==> src/rtl/chipmunk_pkg.sv <==
// rtl/chipmunk_pkg.sv - shared state, status and opcode definitions for the chipmunk session controller
package chipmunk_pkg;

  typedef enum logic [2:0] {
    sIdle = 3'd0,
    sLoad = 3'd1,
    sRun  = 3'd2,
    sDump = 3'd3,
    sDone = 3'd4
  } state_t;

  typedef enum logic [1:0] {
    STAT_NONE    = 2'd0,
    STAT_OK      = 2'd1,
    STAT_TIMEOUT = 2'd2
  } status_t;

  localparam logic [7:0] HALT_OPCODE = 8'h83;

endpackage

==> src/rtl/chipmunk_watchdog.sv <==
// rtl/chipmunk_watchdog.sv - clear/enable run-cycle counter with terminal-count flag
module chipmunk_watchdog #(
  parameter int WIDTH = 16
) (
  input  logic i_clk,
  input  logic i_reset,
  input  logic i_clear,
  input  logic i_enable,
  output logic o_expired
);

  logic [WIDTH-1:0] r_count;

  always_ff @(posedge i_clk) begin
    if (i_reset || i_clear) begin
      r_count <= '0;
    end else if (i_enable) begin
      r_count <= r_count + 1'b1;
    end
  end

  // All-ones marks the last of 2^WIDTH enabled cycles.
  assign o_expired = &r_count;

endmodule

==> src/rtl/chipmunk_session_ctrl.sv <==
// rtl/chipmunk_session_ctrl.sv - load/run/dump session sequencer owning the shared CPU/host RAM port
module chipmunk_session_ctrl #(
  parameter int addrSize    = 12,
  parameter int timeoutBits = 16
) (
  input  logic                i_clk,
  input  logic                i_reset,
  input  logic                i_start,
  input  logic [addrSize-1:0] i_loadAddr,
  input  logic [addrSize-1:0] i_loadLen,
  input  logic [addrSize-1:0] i_dumpAddr,
  input  logic [addrSize-1:0] i_dumpLen,
  input  logic [7:0]          i_inData,
  input  logic                i_inValid,
  output logic                o_inReady,
  output logic [7:0]          o_outData,
  output logic                o_outValid,
  input  logic                i_outReady,
  input  logic [addrSize-1:0] i_cpuAddr,
  input  logic [7:0]          i_cpuWriteData,
  input  logic                i_cpuWe,
  input  logic                i_cpuDone,
  output logic                o_cpuReset,
  output logic [addrSize-1:0] o_cpuStartPC,
  output logic [7:0]          o_cpuReadData,
  output logic [addrSize-1:0] o_memAddr,
  output logic [7:0]          o_memWriteData,
  output logic                o_memWe,
  input  logic [7:0]          i_memReadData,
  output logic                o_busy,
  output logic [1:0]          o_status
);
  import chipmunk_pkg::*;

  localparam logic [addrSize-1:0] ONE = addrSize'(1);

  state_t              r_state;
  state_t              w_next_state;
  logic [addrSize-1:0] r_ptr;
  logic [addrSize-1:0] r_load_addr;
  logic [addrSize-1:0] r_load_len;
  logic [addrSize-1:0] r_dump_addr;
  logic [addrSize-1:0] r_dump_len;
  logic                r_cpu_reset;
  logic                r_busy;
  status_t             r_status;

  logic w_load_fire, w_load_last, w_dump_active, w_dump_fire, w_dump_last, w_wd_expired;

  assign w_load_fire   = (r_state == sLoad) && i_inValid;
  assign w_load_last   = w_load_fire && (r_ptr == r_load_len - ONE);
  assign w_dump_active = (r_dump_len != '0);
  assign w_dump_fire   = (r_state == sDump) && w_dump_active && i_outReady;
  assign w_dump_last   = w_dump_fire && (r_ptr == r_dump_len - ONE);

  chipmunk_watchdog #(.WIDTH(timeoutBits)) u_watchdog (
    .i_clk     (i_clk),
    .i_reset   (i_reset),
    .i_clear   (r_state != sRun),
    .i_enable  (r_state == sRun),
    .o_expired (w_wd_expired)
  );

  always_ff @(posedge i_clk) begin
    if (i_reset) begin
      r_state     <= sIdle;
      r_ptr       <= '0;
      r_load_addr <= '0;
      r_load_len  <= '0;
      r_dump_addr <= '0;
      r_dump_len  <= '0;
      r_cpu_reset <= 1'b0;
      r_busy      <= 1'b0;
      r_status    <= STAT_NONE;
    end else begin
      r_state     <= w_next_state;
      r_cpu_reset <= (w_next_state == sRun);
      case (r_state)
        sIdle, sDone: begin
          if (i_start) begin
            r_load_addr <= i_loadAddr;
            r_load_len  <= i_loadLen;
            r_dump_addr <= i_dumpAddr;
            r_dump_len  <= i_dumpLen;
            r_ptr       <= '0;
            r_status    <= STAT_NONE;
            r_busy      <= 1'b1;
          end
        end
        sLoad: begin
          if (w_load_fire) r_ptr <= w_load_last ? '0 : r_ptr + ONE;
        end
        sRun: begin
          // Halt takes priority when it coincides with watchdog expiry.
          if (i_cpuDone)         r_status <= STAT_OK;
          else if (w_wd_expired) r_status <= STAT_TIMEOUT;
        end
        sDump: begin
          if (w_dump_fire)           r_ptr  <= r_ptr + ONE;
          if (w_next_state == sDone) r_busy <= 1'b0;
        end
        default: ;
      endcase
    end
  end

  always_comb begin
    w_next_state   = r_state;
    o_inReady      = 1'b0;
    o_outValid     = 1'b0;
    o_memAddr      = '0;
    o_memWriteData = '0;
    o_memWe        = 1'b1;
    case (r_state)
      sIdle, sDone: begin
        if (i_start) w_next_state = (i_loadLen == '0) ? sRun : sLoad;
      end
      sLoad: begin
        o_inReady      = 1'b1;
        o_memAddr      = r_load_addr + r_ptr;
        o_memWriteData = i_inData;
        // Strobe only in the clk-low half, same as the CPU's write enable.
        o_memWe        = !(i_inValid && !i_clk);
        if (w_load_last) w_next_state = sRun;
      end
      sRun: begin
        o_memAddr      = i_cpuAddr;
        o_memWriteData = i_cpuWriteData;
        o_memWe        = i_cpuWe;
        if (i_cpuDone || w_wd_expired) w_next_state = sDump;
      end
      sDump: begin
        o_memAddr  = r_dump_addr + r_ptr;
        o_outValid = w_dump_active;
        if (!w_dump_active || w_dump_last) w_next_state = sDone;
      end
      default: w_next_state = sIdle;
    endcase
  end

  assign o_outData     = i_memReadData;
  assign o_cpuReadData = i_memReadData;
  assign o_cpuStartPC  = r_load_addr;
  assign o_cpuReset    = r_cpu_reset;
  assign o_busy        = r_busy;
  assign o_status      = r_status;

endmodule

==> config.mk <==
export PLATFORM = sky130hd
export DESIGN_NAME = chipmunk_session_ctrl
export DESIGN_NICKNAME = d
export VERILOG_FILES = /design/src/rtl/chipmunk_pkg.sv /design/src/rtl/chipmunk_watchdog.sv /design/src/rtl/chipmunk_session_ctrl.sv
export SDC_FILE = /design/constraint.sdc
export NUM_CORES = 1
export LEC_CHECK = 0
export CORE_AREA = 2 2 105 107
export DETAILED_ROUTE_END_ITERATION = 8
export DIE_AREA = 0 0 107 109
export PLACE_DENSITY = 0.8
export SYNTH_ARGS = -nofsm -noshare
export SYNTH_HDL_FRONTEND = slang
export SYNTH_SLANG_ARGS = --single-unit
==> constraint.sdc <==
create_clock -name i_clk -period 5.2 [get_ports i_clk]
set_clock_uncertainty 0.2 [all_clocks]
set_input_delay 1.04 -clock i_clk [delete_from_list [all_inputs] [get_ports i_clk]]
set_output_delay 1.04 -clock i_clk [all_outputs]
set_load 0.02 [all_outputs]
=== Word-level counts from Yosys, hierarchy flattened ===
Cells that the tools add are included.

* Register bits after elaboration: 83
* Input bits: 91
* Output and inout port bits: 55
* Logic and storage cells: 77

* Add/sub/neg operators: 6
* Eq/ne operators: 14
* Muxes and demuxes: 23
* Reductions and logical operators: 24

{| class="wikitable"
|+ Operator list
! kind !! count
|-
| case mux 12 bit (3 select lines) || 2
|-
| 2-to-1 mux 12 bit || 4
|-
| adder 12 bit || 2
|-
| equality test 12 bit || 2
|-
| subtractor 12 x 1 -> 12 bit, second input constant || 2
|-
| adder 16 x 1 -> 16 bit, second input constant || 1
|-
| case mux 8 bit (2 select lines) || 1
|-
| AND reduction 16 bit || 1
|-
| adder 12 x 1 -> 12 bit, second input constant || 1
|-
| logical NOT 12 bit || 1
|-
| 2-to-1 mux 3 bit || 4
|-
| case mux 3 bit (4 select lines) || 1
|-
| nonzero test 12 bit || 1
|-
| equality test 3 x 2 -> 1 bit, second input constant || 3
|-
| 2-to-1 mux 2 bit || 4
|-
| equality test 3 bit, second input constant || 2
|-
| logical AND 1 bit || 6
|-
| inequality test 2 bit, second input constant || 3
|-
| AND reduction 3 bit || 2
|-
| 2-to-1 mux 1 bit || 4
|-
| case mux 1 bit (2 select lines) || 2
|-
| case mux 2 bit (2 select lines) || 1
|-
| AND reduction 4 bit || 1
|-
| nonzero test 2 bit || 2
|-
| other kinds (10) || 14
|}

=== Depth between registers and ports, before layout ===
Gate-level depths: netlist (run 1).

* Depth in word-level cells: 10
* Mapped depth: 14
* Gate-level depth less buffers: 13

=== By module ===
Synthesis (run 1) repeated with hierarchy kept, for this count alone.

* Cell total of the unflattened synthesis: 687
* Area total of the unflattened synthesis: 5,236.3 µm²

{| class="wikitable"
|+ By module, submodules not included
! module !! instances !! cells each !! area each (µm²) !! sequential area each (µm²)
|-
| chipmunk_session_ctrl || 1 || 601 || 4,453.0 || 1,341.3
|-
| chipmunk_watchdog || 1 || 86 || 783.3 || 320.3
|}

==> metrics.md, run 1 <==
| Metric | Value |
|---|---|
| CP Launch Point | `r_state[0]$_SDFF_PP0_` |
| Sum of net half-perimeters after detailed placement | `10.41 mm` |
| Instance count of the mapped netlist | `644` |
| TritonCTS clock tree | `done` |
| Number of standard-cell rows in the floorplan | `38` |
| First-pass iteration count of the detailed router | `5` |
| Hold buffer count at cts | `0` |
| Status | `finished, final reports clean` |
| Max Slew Vio Count | `0` |
| Antenna cells | `0` |
| Final critical-path share of the clock period | `0.9531` |
| Number of top-level pins | `146` |
| Area share of the leading cell type in the synthesized netlist | `0.3327` |
| Capture point of the worst reg-to-reg path | `o_cpuReset$_SDFF_PP0_` |
| Post-synthesis async set-or-reset flop share | `0` |
| Post-DR wirelength/cell | `about 16 um` |
| Largest net degree at the start of global routing | `60` |
| Ordered list of cells on the worst path | `nor2b_2 -> nand2_1 -> mux2_2 -> ha_1 -> inv_1 -> fa_1 -> nor2b_1 -> o21ai_1 -> a21boi_2 -> o211ai_1 -> a21oi_1 -> or4_1 -> a32o_1 -> dlygate4sd2_1` |
| Worst hold path class | `reg -> reg` |
| Worst endpoint data arrival time | `3.72 ns` |
| Hold Crit Start | `r_dump_addr[9]$_SDFFE_PP0P_` |
| Total power of the final layout | `between 1 and 1.5 mW` |
| Commonest non-fill, non-tap cells in the layout | `123 x sky130_fd_sc_hd__nand2_1, 116 x sky130_fd_sc_hd__clkdlybuf4s50_1, 83 x sky130_fd_sc_hd__dfxtp_1, 65 x sky130_fd_sc_hd__a21oi_1, 50 x sky130_fd_sc_hd__nor2_1` |
| Total negative slack | `0 ns` |
| Primary flip-flop cell chosen by synthesis mapping | `sky130_fd_sc_hd__dfxtp_1` |
| Number of synthesized register bits | `83` |
| Final hold violation count | `0` |
| Count of different cell masters after synthesis | `60` |
| Final estimated routing congestion in global placement | `0.9145` |
| Capturing instance or port of the critical path | `o_memAddr[10]` |
| Vias per inst | `5.554` |
| Clock-pin slew reported for the worst setup and hold paths after clock tree synthesis | `roughly 0.09 ns` |
| Number of setup violations in the final report | `0` |
| Clock latency at the later pin of the worst-skew pair | `between 0.4 and 0.5 ns` |
| Synthesized netlist net count | `752` |
| Wire length of the first global-routing pass | `22.08 mm` |
| Sequential area share after synthesis | `0.3327` |
| Type of origin of the critical path | `register` |
| Setup repair after global routing missed its margin | `no` |
| Reg-to-reg startpoint | `r_load_len[0]$_SDFFE_PP0P_` |
| Vias in the first global route | `about 4700` |
| Synthesis-to-layout area growth | `28.74%` |
| Fraction of layout instances using a drive strength above 1 | `0.07402` |
| Layout Nets | `roughly 850` |
| Number of violations of the max-capacitance limit | `0` |
| Reg-to-reg slack, setup | `2.03 ns` |
| Worst path slowest cell | `sky130_fd_sc_hd__or4_1` |
| Worst Path Class, Setup | `reg -> out` |
| Maximum achievable frequency | `201.8 MHz` |
| Antenna-violating nets left | `0` |
| Area contributors post-synth | `sky130_fd_sc_hd__dfxtp_1 33%, sky130_fd_sc_hd__nand2_1 9.2%, sky130_fd_sc_hd__xor2_1 6.7%` |
| Horizontal die dimension | `107 um` |
| DRC violations left | `0` |
| Leakage power figure | `around 2.5 nW` |
| Maximum vdd ir drop | `175.7 uV` |
| Area of the die | `0.01166 mm^2` |
| Total number of vias | `between 4000 and 5000` |
| Yosys warning total | `0` |
| Setup fix buffers added after clock tree synthesis | `0` |
| Worst-case headroom to the max-slew limit | `0.2939` |
| Combined area of all synthesized cells | `0.004994 mm^2` |
| Most common cell after layout, fill and taps aside | `sky130_fd_sc_hd__nand2_1` |
| Number of enable flip-flop cells after synthesis | `0` |
| Chip Height | `109 um` |
| Number of antenna violations at the first check in global routing | `0` |
| Count of input and output buffers | `approximately 120` |
| Highest fanout seen on the critical path | `4` |
| Core box area | `between 0.01 and 0.015 mm^2` |
| Critical path endpoint category | `output pin` |
| Logic depth of the worst register-to-register path | `9` |
| Synth area leader | `sky130_fd_sc_hd__dfxtp_1` |
| Overall routed net length | `14.02 mm` |
| Avg Synthesized Cell Area | `between 7 and 8 um^2` |
| Initial DRC count | `285` |
| Cell area power density | `233.0 mW/mm^2` |
| Final worst path period need | `4.956 ns` |
| Grt total ovfl | `0` |
| Delay of the slowest critical-path stage | `between 0.4 and 0.5 ns` |
| Worst Tran Pin Value | `1.059 ns` |
| Starting density of the core | `0.4710` |
| Worst path required time | `3.96 ns` |
| GRT Util Overall | `0.2388` |
==> synthesized netlist by cell type, types with 11 or more instances <==
library cell and instances:
sky130_fd_sc_hd__nand2_1 123, sky130_fd_sc_hd__buf_4 16, sky130_fd_sc_hd__mux2_2 11, sky130_fd_sc_hd__nand3_1 17, sky130_fd_sc_hd__xnor2_1 22, sky130_fd_sc_hd__clkbuf_1 30, sky130_fd_sc_hd__o21ai_0 21, sky130_fd_sc_hd__ha_1 16
sky130_fd_sc_hd__nor3_1 15, sky130_fd_sc_hd__dfxtp_1 83, sky130_fd_sc_hd__xor2_1 38, sky130_fd_sc_hd__a21oi_1 65, sky130_fd_sc_hd__inv_1 13, sky130_fd_sc_hd__nor2_1 50
==> timing repair <==
| item | 4_1_cts | 5_1_grt |
|---|---|---|
| endpoints found under the hold margin | 0 | 0 |
| resized for setup | 3 | 8 |
| pin swaps | 1 | 2 |
| endpoints found under the setup margin | 3 | 6 |
==> power breakdown <==
part	leakage, nW	internal [mW]	total, mW	switching [mW]
combinational	1.74	0.161	0.324	0.162
sequential	0.677	0.661	0.691	0.0300
clock	0.111	0.227	0.484	0.256
total	2.52	1.05	1.50	0.448
==> logic make-up (layout without fill, tap and decap cells) <==
| family | Yosys count | count (layout) | share of synthesized area |
|---|---|---|---|
| compound gates | 144 | 144 | 0.1844 |
| xor+xnor | 60 | 60 | 0.1052 |
| fa+ha+maj | 17 | 17 | 0.04410 |
| buf+inv | 61 | 160 | 0.05838 |
| flops | 83 | 83 | 0.3327 |
| mux | 12 | 12 | 0.02681 |
| simple gates | 267 | 267 | 0.2483 |
==> metal layers <==
layer / GRT usage / up-vias / part of all wire
met1: 0.3152 / 2265 / 0.44
li1: - / 2413 / -
met4: 0.08813 / 0 / 0.020
met2: 0.3749 / 197 / 0.46
met5: 0 / - / 0
met3: 0.06515 / 29 / 0.073
==> through the flow <==
step	instance area, um^2	worst slack (ns)	util	hold WS, ns	cells
floorplan	4994	0.7251	-	0.2258	644
global placement	6198	0.5307	0.5846	0.2402	865
detailed placement	6198	0.3909	0.5846	0.2468	865
CTS	6404	0.07324	0.6040	0.2602	883
global route	6429	0.001033	0.6063	0.2782	883
finish	6429	0.2438	0.6063	0.2602	883
==> layout make-up <==
type	instances	area [um^2]
Clock inverter	5	38.79
Timing Repair Buffer	128	1259
Fill cell	945	4174
Sequential cell	83	1662
Multi-Input combinational cell	500	3067
Inverter	13	48.80
Tap cell	140	175.2
Clock buffer	14	178.9
==> critical path, delay by kind of cell, from the launching register on <==
kind | cells | cell delay [ns]
AOI/OAI and AO/OA | 5 | 0.87
adders and majority gates | 2 | 0.40
buffers and inverters | 2 | 0.40
DFF | 1 | 0.35
muxes | 1 | 0.37
and+or+nand+nor | 4 | 0.87
==> state kept, by name, summed over array words and instances, names as in the netlist <==
name,count
o_busy,1
o_cpuReset,1
o_cpuStartPC,12
o_status,2
r_dump_addr,12
r_dump_len,12
r_load_len,12
r_ptr,12
r_state,3
u_watchdog.r_count,16
==> worst min-delay path by stage <==
stage / end / slack, ns / cells after the start
after global placement: u_watchdog.r_count[0]$_SDFFE_PP0P_ / 0.24 / 1
after global routing: r_dump_addr[5]$_SDFFE_PP0P_ / 0.28 / 2
after CTS: r_dump_addr[6]$_SDFFE_PP0P_ / 0.26 / 2
after detailed placement: r_dump_addr[6]$_SDFFE_PP0P_ / 0.25 / 2
final: r_dump_addr[9]$_SDFFE_PP0P_ / 0.26 / 2
after floorplan: u_watchdog.r_count[0]$_SDFFE_PP0P_ / 0.23 / 1
(Power assumes the default switching activity.)
==> inputs of run 2 (changes only) <==
--- a/config.mk
+++ b/config.mk
@@ -5,10 +5,11 @@
 export SDC_FILE = /design/constraint.sdc
 export NUM_CORES = 1
 export LEC_CHECK = 0
-export CORE_AREA = 2 2 105 107
+export CORE_AREA = 2 2 104 106
+export CTS_BUF_LIST = sky130_fd_sc_hd__clkbuf_4
 export DETAILED_ROUTE_END_ITERATION = 8
-export DIE_AREA = 0 0 107 109
-export PLACE_DENSITY = 0.8
+export DIE_AREA = 0 0 106 108
+export PLACE_DENSITY = 0.82
 export SYNTH_ARGS = -nofsm -noshare
 export SYNTH_HDL_FRONTEND = slang
 export SYNTH_SLANG_ARGS = --single-unit
==> run 2 against run 1 <==
Effect of this change:
- register-to-register slack about the same
- global-route usage increased by 1.1 points
- die area decreased by 1.8%
- flip-flop and latch count unchanged
- clock power decreased by 22%
- core utilization increased by 1.5 points
- wire length increased by 2.4%
- critical path type unchanged
- largest cell class unchanged
==> metrics.md, run 2 (synthesis results as in run 1) <==
| Metric | Value |
|---|---|
| Filler Cell Count | `about 850` |
| First-pass iteration count of the detailed router | `7` |
| Total power of the final layout | `1.391 mW` |
| Grt total ovfl | `0` |
| Number of antenna violations at the first check in global routing | `0` |
| Worst-case headroom to the max-slew limit | `0.2922` |
| Maximum achievable frequency | `197.5 MHz` |
| Initial DRC count | `approximately 320` |
| Highest fanout seen on the critical path | `13` |
| Final critical-path share of the clock period | `0.9738` |
| Clock-pin slew reported for the worst setup and hold paths after clock tree synthesis | `0.14 ns` |
| Cell area power density | `218.8 mW/mm^2` |
| Clock latency at the later pin of the worst-skew pair | `0.55 ns` |
| Core box area | `0.01023 mm^2` |
| Worst endpoint data arrival time | `around 3.8 ns` |
| Hold buffer count at cts | `0` |
| Antenna-violating nets left | `0` |
| Commonest non-fill, non-tap cells in the layout | `122 x sky130_fd_sc_hd__nand2_1, 114 x sky130_fd_sc_hd__clkdlybuf4s50_1, 82 x sky130_fd_sc_hd__dfxtp_1, 65 x sky130_fd_sc_hd__a21oi_1, 50 x sky130_fd_sc_hd__nor2_1` |
| Horizontal die dimension | `106 um` |
| Final estimated routing congestion in global placement | `0.9194` |
| TritonCTS clock tree | `done` |
| Max Slew Vio Count | `0` |
| GRT Util Overall | `0.2496` |
| Area of the die | `0.01145 mm^2` |
| Post-place instance area | `roughly 0.0062 mm^2` |
| Post-DR wirelength/cell | `16.32 um` |
| Worst Tran Pin Value | `~1.1 ns` |
| Cell area after layout | `0.006360 mm^2` |
| Leakage power figure | `approximately 2.5 nW` |
| Number of standard-cell rows in the floorplan | `37` |
| Final Instance Count excl. Fillers | `880` |
| Number of top-level pins | `146` |
| Total number of vias | `5052` |
| Antenna cells | `0` |
| DRC violations left | `0` |
| Vias per inst | `5.741` |
| Worst hold path class | `reg -> reg` |
| Layout Nets | `848` |
| Number of violations of the max-capacitance limit | `0` |
| Count of placed standard cells including taps | `861` |
| Fin Hold WS | `0.2698 ns` |
| Critical path endpoint category | `output pin` |
| Largest net degree at the start of global routing | `34` |
| Final worst path period need | `a little over 5 ns` |
| Register name with the most flops | `u_watchdog.r_count` |
| Type of origin of the critical path | `register` |
| Wire length of the first global-routing pass | `22.84 mm` |
| Worst Path Class, Setup | `reg -> out` |
| Count of input and output buffers | `about 120` |
| Overall routed net length | `14.36 mm` |
| Most common cell after layout, fill and taps aside | `sky130_fd_sc_hd__nand2_1` |
| Maximum vdd ir drop | `142.8 uV` |
| Number of flip-flops in the largest register | `16` |
| Fraction of layout instances using a drive strength above 1 | `0.07930` |
| Vias in the first global route | `4851` |
| Setup repair after global routing missed its margin | `yes` |
| Starting density of the core | `0.4881` |
| Sum of net half-perimeters after detailed placement | `10.61 mm` |
| Number of setup violations in the final report | `0` |
| Status | `finished, final reports clean` |
| Chip Height | `108 um` |
| Final hold violation count | `0` |
| Worst path required time | `3.96 ns` |
| Synthesis-to-layout area growth | `27.36%` |
## run 2: cell count changes in the layout (fill, tap and decap cells not counted), sizes merged
cell,previous run,this run
inv,14,15
buf,9,10
clkdlybuf4s50,116,114
dlymetal6s2s,2,3
## run 2: worst max-delay path, cell delays in order, from the launching register on
cell and delay (ns):
sky130_fd_sc_hd__dfxtp_2 0.37, sky130_fd_sc_hd__nor2b_2 0.16, sky130_fd_sc_hd__nand2_2 0.12, sky130_fd_sc_hd__buf_4 0.24, sky130_fd_sc_hd__mux2_2 0.37, sky130_fd_sc_hd__ha_1 0.35
sky130_fd_sc_hd__o21ai_2 0.12, sky130_fd_sc_hd__a21boi_1 0.13, sky130_fd_sc_hd__o211ai_1 0.23, sky130_fd_sc_hd__a21oi_1 0.12, sky130_fd_sc_hd__or4_1 0.48, sky130_fd_sc_hd__a32o_1 0.26
sky130_fd_sc_hd__dlygate4sd2_1 0.33
## run 2: routing by layer
metal | vias up | wire [um] | GRT usage
met5 | - | 0 | 0
met4 | 0 | 532 | 0.1053
met3 | 48 | 1186 | 0.06389
met2 | 230 | 6786 | 0.4115
met1 | 2355 | 5854 | 0.3116
li1 | 2419 | - | -
## run 2: repair_timing
item,4_1_cts,5_1_grt
setup endpoints to repair,4,6
pin swaps,2,0
buffers inserted,1,0
gates resized for setup,7,12
gates cloned,0,0
## run 2: cell type report
class	instances	area, um^2	area share
multi-input cells	500	3073	0.4832
flip-flops and latches	83	1663	0.2615
repair buffers	129	1264	0.1987
well taps	136	170.2	0.02676
clock buffers	13	100.1	0.01574
inverters	13	48.80	0.007673
clock inverters	6	41.29	0.006492
## run 2: path summary, 6_finish.rpt
path / from / to / slack, ns / depth (start not counted)
hold reg to reg: r_dump_addr[9]$_SDFFE_PP0P_ / r_dump_addr[9]$_SDFFE_PP0P_ / 0.27 / 2
setup / recovery: r_state[0]$_SDFF_PP0_ / o_memAddr[10] / 0.14 / 12
hold / removal: r_dump_addr[9]$_SDFFE_PP0P_ / r_dump_addr[9]$_SDFFE_PP0P_ / 0.27 / 2
setup reg to reg: r_load_len[0]$_SDFFE_PP0P_ / o_cpuReset$_SDFF_PP0_ / 2.04 / 9
## run 2: where the power goes
| group | internal (mW) | switching, mW | leakage (nW) |
|---|---|---|---|
| combinational | 0.161 | 0.163 | 1.76 |
| sequential | 0.662 | 0.0292 | 0.677 |
| clock | 0.127 | 0.249 | 0.0780 |
## run 2: through the flow
step / setup slack (ns) / utilization / setup TNS [ns]
after global placement: 0.5221 / 0.6054 / 0
final: 0.1360 / 0.6216 / 0
after CTS: 0.02773 / 0.6193 / 0
after global routing: -0.05086 / 0.6216 / -0.05086
after detailed placement: 0.3036 / 0.6054 / 0
after floorplan: 0.7251 / - / 0
==> inputs of run 3 (changes only) <==
--- a/config.mk
+++ b/config.mk
@@ -5,11 +5,14 @@
 export SDC_FILE = /design/constraint.sdc
 export NUM_CORES = 1
 export LEC_CHECK = 0
-export CORE_AREA = 2 2 104 106
+export ABC_AREA = 1
+export CELL_PAD_IN_SITES_DETAIL_PLACEMENT = 1
+export CELL_PAD_IN_SITES_GLOBAL_PLACEMENT = 1
+export CORE_AREA = 2 2 128 130
 export CTS_BUF_LIST = sky130_fd_sc_hd__clkbuf_4
 export DETAILED_ROUTE_END_ITERATION = 8
-export DIE_AREA = 0 0 106 108
-export PLACE_DENSITY = 0.82
+export DIE_AREA = 0 0 130 132
+export PLACE_DENSITY = 0.81
 export SYNTH_ARGS = -nofsm -noshare
 export SYNTH_HDL_FRONTEND = slang
 export SYNTH_SLANG_ARGS = --single-unit
==> run 3 against run 2 <==
Effect of this change:
- cell count rose by 30%
- critical path depth shrank 7
- combinational power increased by 30%
- global-route usage decreased by 3.7 points
- core utilization is 19 points lower
- die area rose by 50%
- largest cell class unchanged
==> metrics.md, run 3 <==
| Metric | Value |
|---|---|
| Status | `finished, final reports clean` |
| Antenna-violating nets left | `0` |
| DRC violations left | `0` |
| Hold EP | `u_watchdog.r_count[8]$_SDFFE_PP0P_` |
| Worst endpoint data arrival time | `between 3 and 4 ns` |
| Setup repair after global routing missed its margin | `no` |
| Commonest non-fill, non-tap cells in the layout | `193 x sky130_fd_sc_hd__nand2_1, 146 x sky130_fd_sc_hd__nor2_1, 117 x sky130_fd_sc_hd__clkdlybuf4s50_1, 83 x sky130_fd_sc_hd__dfxtp_1, 74 x sky130_fd_sc_hd__inv_1` |
| Number of flip-flops in the largest register | `16` |
| Sequential area share after synthesis | `0.3144` |
| Vias in the first global route | `5650` |
| Number of enable flip-flop cells after synthesis | `0` |
| Hold Crit Start | `u_watchdog.r_count[8]$_SDFFE_PP0P_` |
| Wire length of the first global-routing pass | `28.78 mm` |
| Primary flip-flop cell chosen by synthesis mapping | `sky130_fd_sc_hd__dfxtp_1` |
| Logic depth of the worst register-to-register path | `9` |
| Total number of vias | `about 5500` |
| Grt total ovfl | `0` |
| Antenna cells | `0` |
| Area contributors post-synth | `sky130_fd_sc_hd__dfxtp_1 31%, sky130_fd_sc_hd__nand2_1 14%, sky130_fd_sc_hd__nor2_1 10%` |
| Number of top-level pins | `146` |
| Vias per inst | `4.821` |
| Horizontal die dimension | `about 130 um` |
| Worst hold path class | `reg -> reg` |
| Critical path's most frequent cell | `sky130_fd_sc_hd__clkbuf_4` |
| Count of different cell masters after synthesis | `45` |
| Top cells by count, synth | `194 x sky130_fd_sc_hd__nand2_1, 146 x sky130_fd_sc_hd__nor2_1, 83 x sky130_fd_sc_hd__dfxtp_1` |
| Reg-to-reg slack, setup | `approximately 2.9 ns` |
| Layout Nets | `1029` |
| Count of input and output buffers | `121` |
| Instance count of the mapped netlist | `approximately 830` |
| Final Instance Count excl. Fillers | `1142` |
| Synthesized netlist net count | `933` |
| Count of placed standard cells including taps | `~1100` |
| Starting density of the core | `0.3364` |
| Number of standard-cell rows in the floorplan | `46` |
| Clock-pin slew reported for the worst setup and hold paths after clock tree synthesis | `roughly 0.14 ns` |
| Most common cell after layout, fill and taps aside | `sky130_fd_sc_hd__nand2_1` |
| Combined area of all synthesized cells | `0.005285 mm^2` |
| Type of origin of the critical path | `clock port` |
| Chip Height | `132 um` |
| Post-place instance area | `~0.0065 mm^2` |
| Fraction of layout instances using a drive strength above 1 | `0.05292` |
| Pre-CTS setup slack | `0.3701 ns` |
| Clock latency at the later pin of the worst-skew pair | `0.58 ns` |
| Number of synthesized register bits | `83` |
| Worst Path Class, Setup | `clk -> out` |
| Delay of the slowest critical-path stage | `0.55 ns` |
| Capture point of the worst reg-to-reg path | `r_ptr[11]$_SDFFE_PP0P_` |
| Register name with the most flops | `u_watchdog.r_count` |
| Synthesis-to-layout area growth | `27.82%` |
| Final estimated routing congestion in global placement | `0.8392` |
| Total negative slack | `0 ns` |
| Max Slew Vio Count | `0` |
| Top delay family on crit path | `buffers and inverters` |
| Number of cells on the worst hold path | `2` |
| Highest fanout seen on the critical path | `2` |
| Synth area leader | `sky130_fd_sc_hd__dfxtp_1` |
| Overall routed net length | `17.52 mm` |
| Ordered list of cells on the worst path | `clkbuf_4 -> clkbuf_4 -> o22ai_1 -> nand2_1 -> clkdlybuf4s50_1` |
| Area of the die | `0.01716 mm^2` |
| Worst-case headroom to the max-slew limit | `0.4788` |
| Post-synthesis async set-or-reset flop share | `0` |
| Reg-to-reg startpoint | `r_ptr[1]$_SDFFE_PP0P_` |
| Post-DR wirelength/cell | `15.34 um` |
| Slack of the critical path | `0.3347 ns` |
| Worst path required time | `3.96 ns` |
| Number of setup violations in the final report | `0` |
| Largest net degree at the start of global routing | `65` |
| Initial DRC count | `roughly 160` |
| Leakage power figure | `2.932 nW` |
| Number of antenna violations at the first check in global routing | `0` |
| Critical path endpoint category | `output pin` |
| Number of violations of the max-capacitance limit | `0` |
| Core box area | `between 0.015 and 0.02 mm^2` |
| Worst Tran Pin Value | `0.7809 ns` |
| TritonCTS clock tree | `done` |
| Most frequent cell after synthesis | `sky130_fd_sc_hd__nand2_1` |
| Yosys warning total | `0` |
| Cell area power density | `234.1 mW/mm^2` |
| Final hold violation count | `0` |
| First-pass iteration count of the detailed router | `5` |
| Sum of net half-perimeters after detailed placement | `13.63 mm` |
| Maximum vdd ir drop | `117.9 uV` |
| Area share of the leading cell type in the synthesized netlist | `0.3144` |
| Filler Cell Count | `2072` |
| Bufs and invs on worst path | `3` |
| GRT Util Overall | `0.2126` |
| Cell area after layout | `0.006755 mm^2` |
| Worst path slowest cell | `sky130_fd_sc_hd__clkdlybuf4s50_1` |
| Avg Synthesized Cell Area | `between 6 and 7 um^2` |
-- run 3: cell type report --
cell class | instances | area (um^2) | area share
clock inverters | 7 | 76.32 | 0.01130
flip-flops and latches | 83 | 1662 | 0.2460
well taps | 216 | 270.3 | 0.04001
inverters | 82 | 311.5 | 0.04612
clock buffers | 13 | 100.1 | 0.01482
repair buffers | 126 | 1260 | 0.1865
multi-input cells | 615 | 3075 | 0.4553
-- run 3: cell families after synthesis --
group | synth area share
buffers and inverters | 0.1058
xor gates and xnor gates | 0.04901
DFF | 0.3144
and+or+nand+nor | 0.3442
muxes | 0.001894
adders and majority gates | 0.04167
AOI/OAI and AO/OA | 0.1430
-- run 3: stage by stage --
stage | total power [mW] | utilization | hold WS [ns]
finish | 1.582 | 0.4299 | 0.2977
global route | 1.686 | 0.4299 | 0.3303
CTS | 1.601 | 0.4288 | 0.3006
detailed placement | 1.158 | 0.4167 | 0.2724
global placement | 1.150 | 0.4167 | 0.2445
floorplan | 0.9965 | - | 0.2247
-- run 3: report_power, final --
group	switching (mW)	internal [mW]	total, mW
Sequential	0.0391	0.673	0.713
Clock	0.268	0.180	0.448
Combinational	0.236	0.185	0.421
-- run 3: how the worst max path moves through the flow --
| stage | depth (start not counted) | to | start |
|---|---|---|---|
| after global placement | 19 | o_memAddr[10] | r_state[2]$_SDFF_PP0_ |
| after floorplan | 2 | o_memWe | i_clk |
| after global routing | 17 | o_memAddr[8] | r_state[2]$_SDFF_PP0_ |
| after detailed placement | 19 | o_memAddr[10] | r_state[2]$_SDFF_PP0_ |
| final | 5 | o_memWe | i_clk |
| after CTS | 21 | o_memAddr[10] | r_state[2]$_SDFF_PP0_ |
-- run 3: layer usage --
layer | up-vias | track usage | routed length, um
met3 | 17 | 0.03450 | 593
met5 | - | 0 | 0
met1 | 2567 | 0.2787 | 8255
met2 | 96 | 0.3560 | 8421
met4 | 0 | 0.06511 | 248
li1 | 2826 | - | -
-- run 3: tightest hold or removal path, delay by kind of cell, from the launching register on --
| family | cells | cell delay (ns) |
|---|---|---|
| compound gates | 1 | 0.05 |
| simple gates | 1 | 0.07 |
| flops | 1 | 0.35 |
-- run 3: repair_timing --
action                                 in CTS  in global routing
pin swaps                                   1                  0
buffers inserted                            1                  1
endpoints found under the hold margin       0                  0
hold buffers                                0                  0
gates resized for setup                     5                  4
setup endpoints to repair                   3                  4
